### config.mk
export PLATFORM = sky130hd
export DESIGN_NAME = sprite_mem_writer
export DESIGN_NICKNAME = d
export VERILOG_FILES = /design/src/rtl/sprite_mem_writer.sv
export SDC_FILE = /design/constraint.sdc
export NUM_CORES = 1
export LEC_CHECK = 0
export ABC_AREA = 1
export BUFFER_PORTS_ARGS = -buffer_cell sky130_fd_sc_hd__buf_2
export CORE_MARGIN = 2
export CORE_UTILIZATION = 45
export DETAILED_ROUTE_END_ITERATION = 12
export HOLD_SLACK_MARGIN = 0.03
export PLACE_DENSITY = 0.77
export SLEW_MARGIN = 5
export SYNTH_ARGS = -nofsm -noshare
export SYNTH_HDL_FRONTEND = slang
export SYNTH_SLANG_ARGS = --single-unit
### constraint.sdc
create_clock -name clk -period 1.1 [get_ports clk]
set_input_delay 0.055 -clock clk [delete_from_list [all_inputs] [get_ports clk]]
set_output_delay 0.055 -clock clk [all_outputs]
set_load 0.01 [all_outputs]
### src/rtl/sprite_mem_writer.sv
// CPU-side write/readback port into the 4-bit sprite pixel RAM; one 32-bit bus word = 8 pixels.
// Optional readback path enabled by defining SPRITE_MEM_READBACK_EN.
module sprite_mem_writer #(
   parameter int unsigned ADDR_BITS = 14,
   parameter int unsigned PIX_BITS  = 4
) (
   input  logic                 clk,
   input  logic                 resetn,
   input  logic                 iomem_valid,
   output logic                 iomem_ready,
   input  logic [3:0]           iomem_wstrb,
   input  logic [31:0]          iomem_addr,
   input  logic [31:0]          iomem_wdata,
   output logic [31:0]          iomem_rdata,
   output logic                 spr_we,
   output logic [ADDR_BITS-1:0] spr_addr,
   output logic [PIX_BITS-1:0]  spr_wdata,
   input  logic [PIX_BITS-1:0]  spr_rdata
);

   localparam int unsigned IDX_BITS = ADDR_BITS - 3;

`ifdef SPRITE_MEM_READBACK_EN
   typedef enum logic [1:0] {ST_IDLE, ST_WRITE, ST_READ, ST_DONE} state_e;
`else
   typedef enum logic [1:0] {ST_IDLE = 2'd0, ST_WRITE = 2'd1, ST_DONE = 2'd3} state_e;
`endif

   state_e                state_q;
   logic [3:0]            cnt_q;
   logic [IDX_BITS-1:0]   idx_q;
   logic [31:0]           wdata_q;
   logic [3:0]            wstrb_q;
   logic                  ready_q;
   logic [31:0]           rdata_q;
   logic                  we_q;
   logic [ADDR_BITS-1:0]  addr_q;
   logic [PIX_BITS-1:0]   pix_q;

   // Byte-offset and upper address bits alias onto the same word.
   logic unused_c;
`ifdef SPRITE_MEM_READBACK_EN
   assign unused_c = ^{iomem_addr[31:ADDR_BITS-1], iomem_addr[1:0]};
`else
   assign unused_c = ^{iomem_addr[31:ADDR_BITS-1], iomem_addr[1:0], spr_rdata};
`endif

   always_ff @(posedge clk or negedge resetn) begin
      if (!resetn) begin
         state_q <= ST_IDLE;
         cnt_q   <= 4'd0;
         idx_q   <= '0;
         wdata_q <= 32'd0;
         wstrb_q <= 4'd0;
         ready_q <= 1'b0;
         rdata_q <= 32'd0;
         we_q    <= 1'b0;
         addr_q  <= '0;
         pix_q   <= '0;
      end else begin
         ready_q <= 1'b0;
         we_q    <= 1'b0;
         case (state_q)
            ST_IDLE: begin
               // ready_q high means the previous request is still being acknowledged
               if (iomem_valid && !ready_q) begin
                  idx_q   <= iomem_addr[ADDR_BITS-2:2];
                  wdata_q <= iomem_wdata;
                  wstrb_q <= iomem_wstrb;
                  cnt_q   <= 4'd0;
                  if (iomem_wstrb != 4'd0) begin
                     state_q <= ST_WRITE;
                  end else begin
`ifdef SPRITE_MEM_READBACK_EN
                     state_q <= ST_READ;
                     addr_q  <= {iomem_addr[ADDR_BITS-2:2], 3'd0};
`else
                     state_q <= ST_DONE;
`endif
                  end
               end
            end
            ST_WRITE: begin
               addr_q  <= {idx_q, cnt_q[2:0]};
               pix_q   <= wdata_q[32'(cnt_q[2:0]) * PIX_BITS +: PIX_BITS];
               we_q    <= wstrb_q[cnt_q[2:1]];
               cnt_q   <= cnt_q + 4'd1;
               if (cnt_q == 4'd7) state_q <= ST_DONE;
            end
`ifdef SPRITE_MEM_READBACK_EN
            // Address leads capture by one cycle to cover the RAM read latency.
            ST_READ: begin
               if (cnt_q != 4'd0)
                  rdata_q[32'(3'(cnt_q - 4'd1)) * PIX_BITS +: PIX_BITS] <= spr_rdata;
               if (cnt_q < 4'd7)
                  addr_q <= {idx_q, 3'(cnt_q + 4'd1)};
               if (cnt_q == 4'd8) state_q <= ST_DONE;
               else               cnt_q   <= cnt_q + 4'd1;
            end
`endif
            ST_DONE: begin
               ready_q <= 1'b1;
               state_q <= ST_IDLE;
            end
            default: state_q <= ST_IDLE;
         endcase
      end
   end

   assign iomem_ready = ready_q;
   assign iomem_rdata = rdata_q;
   assign spr_we      = we_q;
   assign spr_addr    = addr_q;
   assign spr_wdata   = pix_q;

endmodule

==> tab_implementation.tex, run 1 <==
\begin{tabular}{lr}
\hline
Metric & Value \\
\hline
\multicolumn{2}{l}{\textbf{Clock network}} \\
\quad CTS sink count & 73 \\
\quad Insertion delay of the later-clocked pin in the worst-skew pair & 350 ps \\
\quad Max Buffers Root-to-Sink & 2 \\
\quad Clock tree from TritonCTS & yes \\
\quad Root cell of the clock tree & sky130\_fd\_sc\_hd\_\_clkbuf\_8 \\
\quad Clock-pin slew on the worst setup and hold paths & 80 ps \\
\quad Count of H-tree levels built during CTS & 3 \\
\quad Number of clock buffers inserted by TritonCTS & 9 \\
\multicolumn{2}{l}{\textbf{Global route}} \\
\quad Global router's overall resource usage & 0.1960 \\
\quad Remaining global-route overflow & 0 \\
\quad Gr busiest metal & met2 \\
\quad Maximum number of pins on one net before global-route repair & 65 \\
\quad Global-route wire length before repair & 13,050 um \\
\quad Met1 GRT Util & 0.2618 \\
\quad Antenna violations before repair & 0 \\
\quad Global Route met3 Usage & 0.03237 \\
\quad Met2 track demand over resource in global routing & 0.3192 \\
\quad Vias in the first global route & 2,821 \\
\multicolumn{2}{l}{\textbf{Power}} \\
\quad Register share of total power & 0.381 \\
\quad Design internal power & 7.438 mW \\
\quad Total power divided by cell area & 2587 nW/um\^{}2 \\
\quad Highest ir drop seen on vdd & 0.001348 V \\
\quad Share of total power consumed by net switching & 0.3875 \\
\quad Power spent charging and discharging nets & 4.706 mW \\
\quad Clock share of power & 0.180 \\
\quad Combinational cell fraction of total power & 0.439 \\
\quad Tot Pwr & 12.14 mW \\
\quad Leakage Power & 2.507 nW \\
\multicolumn{2}{l}{\textbf{Run status}} \\
\quad Status & finished, violations left \\
\quad Violated checks & negative setup slack \\
\multicolumn{2}{l}{\textbf{Place}} \\
\quad Routability congestion estimate & 0.8050 \\
\quad Quantity of I/O buffers inserted on ports & 69 \\
\quad Placed cell count & 581 \\
\quad Worst Setup Slack post-DPL & -125.2 ps \\
\quad HPWL after detailed placement & 5072 um \\
\quad Standard cell area after detailed placement & 3860 sq um \\
\multicolumn{2}{l}{\textbf{Synthesis}} \\
\quad Cell type contributing the most total cell area after synthesis & sky130\_fd\_sc\_hd\_\_dfrtp\_1 \\
\quad Synth async-reset ratio & 1.000 \\
\quad Gate count of the mapped netlist & 414 \\
\quad Primary FF master, synth & sky130\_fd\_sc\_hd\_\_dfrtp\_1 \\
\quad Post-synth EDFFs & 0 \\
\quad Number of distinct library cell variants in the gate-level netlist after synthesis & 20 \\
\quad Sequential cell area fraction in the yosys report & 0.5317 \\
\quad Combined area of all synthesized cells & 3436 sq um \\
\quad Average size of a mapped cell & 8.299 sq um \\
\quad Dominant combinational cell family by area after synthesis & simple AND/OR/NAND/NOR gates \\
\quad Post-synthesis simple-gate area fraction & 0.2021 \\
\quad Top post-synthesis cells by count & sky130\_fd\_sc\_hd\_\_nand2\_1, sky130\_fd\_sc\_hd\_\_dfrtp\_1, sky130\_fd\_sc\_hd\_\_inv\_1 \\
\quad Largest cells by area after synthesis & sky130\_fd\_sc\_hd\_\_dfrtp\_1, sky130\_fd\_sc\_hd\_\_nand2\_1, sky130\_fd\_sc\_hd\_\_buf\_4 \\
\quad Proportion of synthesized area in mux cells & 0 \\
\quad Post-synthesis xor/xnor area fraction & 0 \\
\quad Top-count cell post-synth & sky130\_fd\_sc\_hd\_\_nand2\_1 \\
\quad Post-synthesis compound-gate area fraction & 0.09796 \\
\quad Synthesis Warnings & 32 \\
\quad Adder and majority gate portion of the synthesized area & 0.003642 \\
\quad FF+latch count, synth & 73 \\
\quad Post-synth top area share & 0.5317 \\
\multicolumn{2}{l}{\textbf{Route}} \\
\quad Per-cell routed wire length & 12.21 um \\
\quad Number of search-and-repair iterations in the first detailed-routing pass & 4 \\
\quad Antenna Nets Post-Route & 0 \\
\quad Violation count after the first detailed-route iteration & 146 \\
\quad Overall via count from detail\_route & 2,926 \\
\quad Number of vias per cell & 4.515 \\
\quad Count of unresolved DRC violations after routing & 0 \\
\quad Overall routed net length & 7910 um \\
\multicolumn{2}{l}{\textbf{Job}} \\
\quad Max Cap Viol & 0 \\
\multicolumn{2}{l}{\textbf{Worst setup path}} \\
\quad Setup crit end kind & register \\
\quad CP Data Arrival Time & 1420 ps \\
\quad Endpoint of the most critical register-to-register path & wdata\_q[27] \\
\quad Largest fanout on the critical path & 29 \\
\quad Reg2reg start & state\_q[0] \\
\quad Minimum setup slack among reg-to-reg paths & -90 ps \\
\quad Critical path startpoint category & register \\
\quad R2r worst-path depth & 5 \\
\quad Crit path kind & reg -> reg \\
\quad Required time of the worst setup path & 1330 ps \\
\multicolumn{2}{l}{\textbf{Timing}} \\
\quad Number of hold violations in the final report & 0 \\
\quad Unrepaired setup endpoints after global routing & yes \\
\quad Minimum clock period after layout & 1189 ps \\
\quad Maximum clock frequency & 0.8412 GHz \\
\quad Worst hold margin & 112.6 ps \\
\quad Max-slew violations & 0 \\
\quad Setup Skew & 8.131 ps \\
\quad Period utilization & 1.081 \\
\quad TNS Setup & -2823 ps \\
\quad Final WS setup & -88.79 ps \\
\quad Total setup violations reported at the end of the flow & 55 \\
\multicolumn{2}{l}{\textbf{Floorplan}} \\
\quad CORE AREA & 7331 sq um \\
\quad I/O pin cnt & 127 \\
\quad Starting density of the core & 0.4687 \\
\quad Vertical die dimension & 91.38 um \\
\quad Number of cell rows & 31 \\
\quad Total Die Area & 8350 sq um \\
\quad Die Width & 91.38 um \\
\multicolumn{2}{l}{\textbf{Final layout}} \\
\quad Layout Utilization & 0.6404 \\
\quad Fraction of final layout cells with drive strength greater than 1 & 0.2550 \\
\quad Non-Filler Cell Area, Final & 4695 sq um \\
\quad Final non-filler cell total & 648 \\
\quad Net count, final & 620 \\
\quad Number of inserted diodes & 0 \\
\quad Layout-stage area growth over the synthesis result & 36.64\% \\
\multicolumn{2}{l}{\textbf{Min path}} \\
\quad Class of the tightest hold or removal check & in -> async \\
\hline
\end{tabular}
## area by class of cell
class                      count  area (sq um)
timing repair buffer         138          1062
inverter                      56         217.7
multi-input combinational    266          1252
fill                         589          2636
tap                           99         123.9
clock inverter                 2         35.03
sequential                    73          1831
clock buffer                  14         172.7
## power groups by stage
stage / logic [mW] / clock network, mW / registers (mW)
6_report: 5.33 / 2.18 / 4.63
5_1_grt: 5.97 / 2.34 / 4.76
4_1_cts: 5.12 / 2.20 / 4.59
3_5_place_dp: 4.64 / 0 / 4.62
3_3_place_gp: 4.48 / 0 / 4.56
2_1_floorplan: 3.20 / 0 / 4.59
## state kept, by name (all words and copies together), names as in the netlist
register     cells
state_q          2
spr_wdata        4
wdata_q         32
spr_we           1
iomem_ready      1
idx_q           11
spr_addr        14
cnt_q            4
wstrb_q          4
## worst max path at each step
stage	from	endpoint	cells after the start	slack [ps]
5_1_grt	state_q[0]	wdata_q[16]	5	-120
2_1_floorplan	state_q[1]	wdata_q[13]	6	-40
3_3_place_gp	state_q[0]	wdata_q[23]	5	-80
3_5_place_dp	state_q[1]	spr_wdata[0]	7	-130
4_1_cts	state_q[1]	spr_wdata[0]	7	-60
6_report	state_q[0]	wdata_q[27]	5	-90
## placed cells by master (no fill, tap or decap), drive strengths merged
cell type / count
a21oi: 18
dlygate4sd3: 48
o22ai: 1
bufinv: 1
nand3: 27
o21bai: 1
o21ai: 39
dfrtp: 73
clkbuf: 14
conb: 32
inv: 56
clkinv: 1
nand2: 113
buf: 90
ha: 1
nor2: 34
## routing by layer
layer | vias up | wire length [um] | part of all wire
li1 | 1470 | - | -
met1 | 1367 | 3619 | 0.46
met2 | 82 | 3889 | 0.49
met3 | 7 | 330 | 0.042
met4 | 0 | 70 | 0.0088
met5 | - | 0 | 0
## what timing repair did
action,CTS,global route
resized for setup,27,15
gates cloned,1,0
endpoints found under the hold margin,121,0
hold buffers,48,0
setup buffers,1,1
pin swaps,2,2
setup endpoints to repair,71,71
## critical path, stage by stage (launching register included)
cell	delay, ps
sky130_fd_sc_hd__dfrtp_1	430
sky130_fd_sc_hd__nor2_2	140
sky130_fd_sc_hd__nand3_4	140
sky130_fd_sc_hd__buf_12	200
sky130_fd_sc_hd__nor2_1	100
sky130_fd_sc_hd__a21oi_1	50
## kinds of logic (layout without fill, tap and decap cells)
logic type	count (synthesis)	in the layout
buf+inv	106	210
other cells	1	32
compound gates	59	59
fa+ha+maj	1	1
flops	73	73
simple gates	174	174
Power figures use the tool's default switching activity.
==> inputs of run 2 (changes only) <==
Settings changed: CORE_UTILIZATION 45 to 49, PLACE_DENSITY 0.77 to 0.79.
Clock period 1.1 ns to 1.25 ns, I/O delays scaled along.
==> run 2 against run 1 <==
  * Via count is 3.7% lower
  * Setup slack improved by 150 ps
  * Largest cell class unchanged
  * Clock skew is essentially flat
  * Sequential power down 13%
  * Count of clock-buffer cells in the layout fell by 4
  * Sequential share of layout area increased by 0.67 points
  * The run now ends clean
  * Worst hold slack better by 6.5 ps
  * Die area fell by 7.8%
  * Clock power grew 13%
  * Critical path depth unchanged
  * Register-to-register slack improved by 150 ps
==> tab_implementation.tex, run 2 (synthesized netlist as in run 1, its figures left out) <==
\begin{tabular}{lr}
\hline
Metric & Value \\
\hline
\multicolumn{2}{l}{\textbf{Final layout}} \\
\quad Fraction of final layout cells with drive strength greater than 1 & 0.2224 \\
\quad Most frequent cells in the layout & sky130\_fd\_sc\_hd\_\_nand2\_1, sky130\_fd\_sc\_hd\_\_dfrtp\_1, sky130\_fd\_sc\_hd\_\_buf\_2 \\
\quad Layout-stage area growth over the synthesis result & 34.23\% \\
\quad Non-Filler Cell Area, Final & 4612 sq um \\
\quad Fill cell total of the finished layout & 536 \\
\quad Final non-filler cell total & 640 \\
\quad Max reg flops & 32 \\
\quad Net count, final & 615 \\
\quad Number of inserted diodes & 0 \\
\quad Most flops, register & wdata\_q \\
\quad Most common cell after layout, fill and taps aside & sky130\_fd\_sc\_hd\_\_nand2\_1 \\
\multicolumn{2}{l}{\textbf{Global route}} \\
\quad Vias in the first global route & 2,697 \\
\quad Global router's overall resource usage & 0.2050 \\
\quad Maximum number of pins on one net before global-route repair & 74 \\
\quad Antenna violations before repair & 0 \\
\quad Global-route wire length before repair & 12,100 um \\
\quad Remaining global-route overflow & 0 \\
\multicolumn{2}{l}{\textbf{Place}} \\
\quad Routability congestion estimate & 0.8420 \\
\quad HPWL after detailed placement & 4770 um \\
\quad Quantity of I/O buffers inserted on ports & 69 \\
\quad Placed cell count & 576 \\
\quad Standard cell area after detailed placement & 3831 sq um \\
\multicolumn{2}{l}{\textbf{Route}} \\
\quad Count of unresolved DRC violations after routing & 0 \\
\quad Per-cell routed wire length & 11.36 um \\
\quad Overall via count from detail\_route & 2,819 \\
\quad Violation count after the first detailed-route iteration & 141 \\
\quad Number of vias per cell & 4.405 \\
\quad Number of search-and-repair iterations in the first detailed-routing pass & 4 \\
\quad Antenna Nets Post-Route & 0 \\
\quad Overall routed net length & 7269 um \\
\multicolumn{2}{l}{\textbf{Worst setup path}} \\
\quad Crit path kind & reg -> reg \\
\quad Required time of the worst setup path & 1480 ps \\
\quad Largest fanout on the critical path & 30 \\
\quad Critical path startpoint category & register \\
\quad Setup crit end kind & register \\
\quad CP Data Arrival Time & 1420 ps \\
\multicolumn{2}{l}{\textbf{Floorplan}} \\
\quad Total Die Area & 7697 sq um \\
\quad Starting density of the core & 0.5057 \\
\quad Number of cell rows & 30 \\
\quad I/O pin cnt & 127 \\
\quad Die Width & 87.74 um \\
\quad CORE AREA & 6794 sq um \\
\quad Vertical die dimension & 87.74 um \\
\multicolumn{2}{l}{\textbf{Timing}} \\
\quad Max-slew violations & 0 \\
\quad Unrepaired setup endpoints after global routing & yes \\
\quad Minimum clock period after layout & 1187 ps \\
\quad Worst hold margin & 119.0 ps \\
\quad TNS Setup & 0 ps \\
\quad Setup Skew & 8.566 ps \\
\quad Total setup violations reported at the end of the flow & 0 \\
\quad Period utilization & 0.9497 \\
\quad Number of hold violations in the final report & 0 \\
\quad Maximum clock frequency & 0.8423 GHz \\
\multicolumn{2}{l}{\textbf{Clock network}} \\
\quad Root cell of the clock tree & sky130\_fd\_sc\_hd\_\_clkbuf\_8 \\
\quad Number of clock buffers inserted by TritonCTS & 9 \\
\quad Count of H-tree levels built during CTS & 3 \\
\quad Max Buffers Root-to-Sink & 2 \\
\quad CTS sink count & 73 \\
\quad Clock-pin slew on the worst setup and hold paths & 70 ps \\
\quad Number of buffers inserted by post-CTS setup repair & 0 \\
\quad Clock tree from TritonCTS & yes \\
\quad Insertion delay of the later-clocked pin in the worst-skew pair & 350 ps \\
\multicolumn{2}{l}{\textbf{Power}} \\
\quad Total power divided by cell area & 2315 nW/um\^{}2 \\
\quad Tot Pwr & 10.68 mW \\
\quad Leakage Power & 2.495 nW \\
\quad Highest ir drop seen on vdd & 0.001181 V \\
\multicolumn{2}{l}{\textbf{Job}} \\
\quad Max Cap Viol & 0 \\
\multicolumn{2}{l}{\textbf{Min path}} \\
\quad Class of the tightest hold or removal check & in -> reg \\
\multicolumn{2}{l}{\textbf{Run status}} \\
\quad Status & finished clean \\
\hline
\end{tabular}
[run 2: changes by cell type in the layout (fill, tap and decap cells not counted), moves of 4 or more]
cell / change
sky130_fd_sc_hd__buf_6: -9
sky130_fd_sc_hd__o21ai_0: +23
sky130_fd_sc_hd__nor2_1: +15
sky130_fd_sc_hd__buf_4: +4
sky130_fd_sc_hd__o21ai_1: -23
sky130_fd_sc_hd__nor2_2: -12
[run 2: layer usage]
layer / part of all wire / track usage / vias up
li1: - / - / 1450
met1: 0.46 / 0.2672 / 1291
met2: 0.49 / 0.3375 / 68
met3: 0.032 / 0.03487 / 10
met4: 0.017 / 0.09091 / 0
met5: 0 / 0 / -
[run 2: path summary, 6_finish.rpt]
kind | end | slack [ps] | from | depth (start not counted)
worst min-delay path | state_q[0] | 120 | iomem_valid | 3
worst max-delay path | wdata_q[13] | 60 | state_q[1] | 5
max in group asynchronous | cnt_q[1] | 680 | resetn | 3
worst min register to register | spr_addr[3] | 470 | idx_q[0] | 2
worst max register to register | wdata_q[13] | 60 | state_q[1] | 5
min in group asynchronous | spr_addr[10] | 260 | resetn | 3
[run 2: metrics by stage]
stage / util / worst slack (ps)
after floorplan: - / 89.23
final: 0.6788 / 62.82
after detailed placement: 0.5639 / -27.71
after CTS: 0.6755 / 26.05
after global placement: 0.5639 / 48.48
after global routing: 0.6788 / -5.990
[run 2: worst max-delay path, stage by stage, from the launching register on]
cell and delay (ps):
sky130_fd_sc_hd__dfrtp_1 430, sky130_fd_sc_hd__nor2_2 140, sky130_fd_sc_hd__nand3_4 130, sky130_fd_sc_hd__buf_12 200
sky130_fd_sc_hd__nor2_1 140, sky130_fd_sc_hd__a21oi_2 40
[run 2: where the power goes]
part	total, mW	internal [mW]	leakage [nW]	switching [mW]
registers	4.03	3.47	0.881	0.561
logic	4.18	1.72	1.48	2.46
clock network	2.47	1.59	0.137	0.881
total	10.7	6.78	2.50	3.90
[run 2: repair_timing]
item	CTS	global route
resized for setup	1	12
pin swaps	0	0
cloned	0	0
hold buffers	48	0
hold endpoints to repair	121	0
endpoints found under the setup margin	12	19
[run 2: area by class of cell]
cell class | instances | area [sq um] | share of cell area
Sequential cell | 73 | 1829 | 0.3966
Clock buffer | 10 | 137.6 | 0.02984
Tap cell | 96 | 120.1 | 0.02604
Clock inverter | 6 | 137.6 | 0.02984
Timing Repair Buffer | 133 | 991.0 | 0.2149
Inverter | 56 | 215.2 | 0.04666
Multi-Input combinational cell | 266 | 1181 | 0.2561
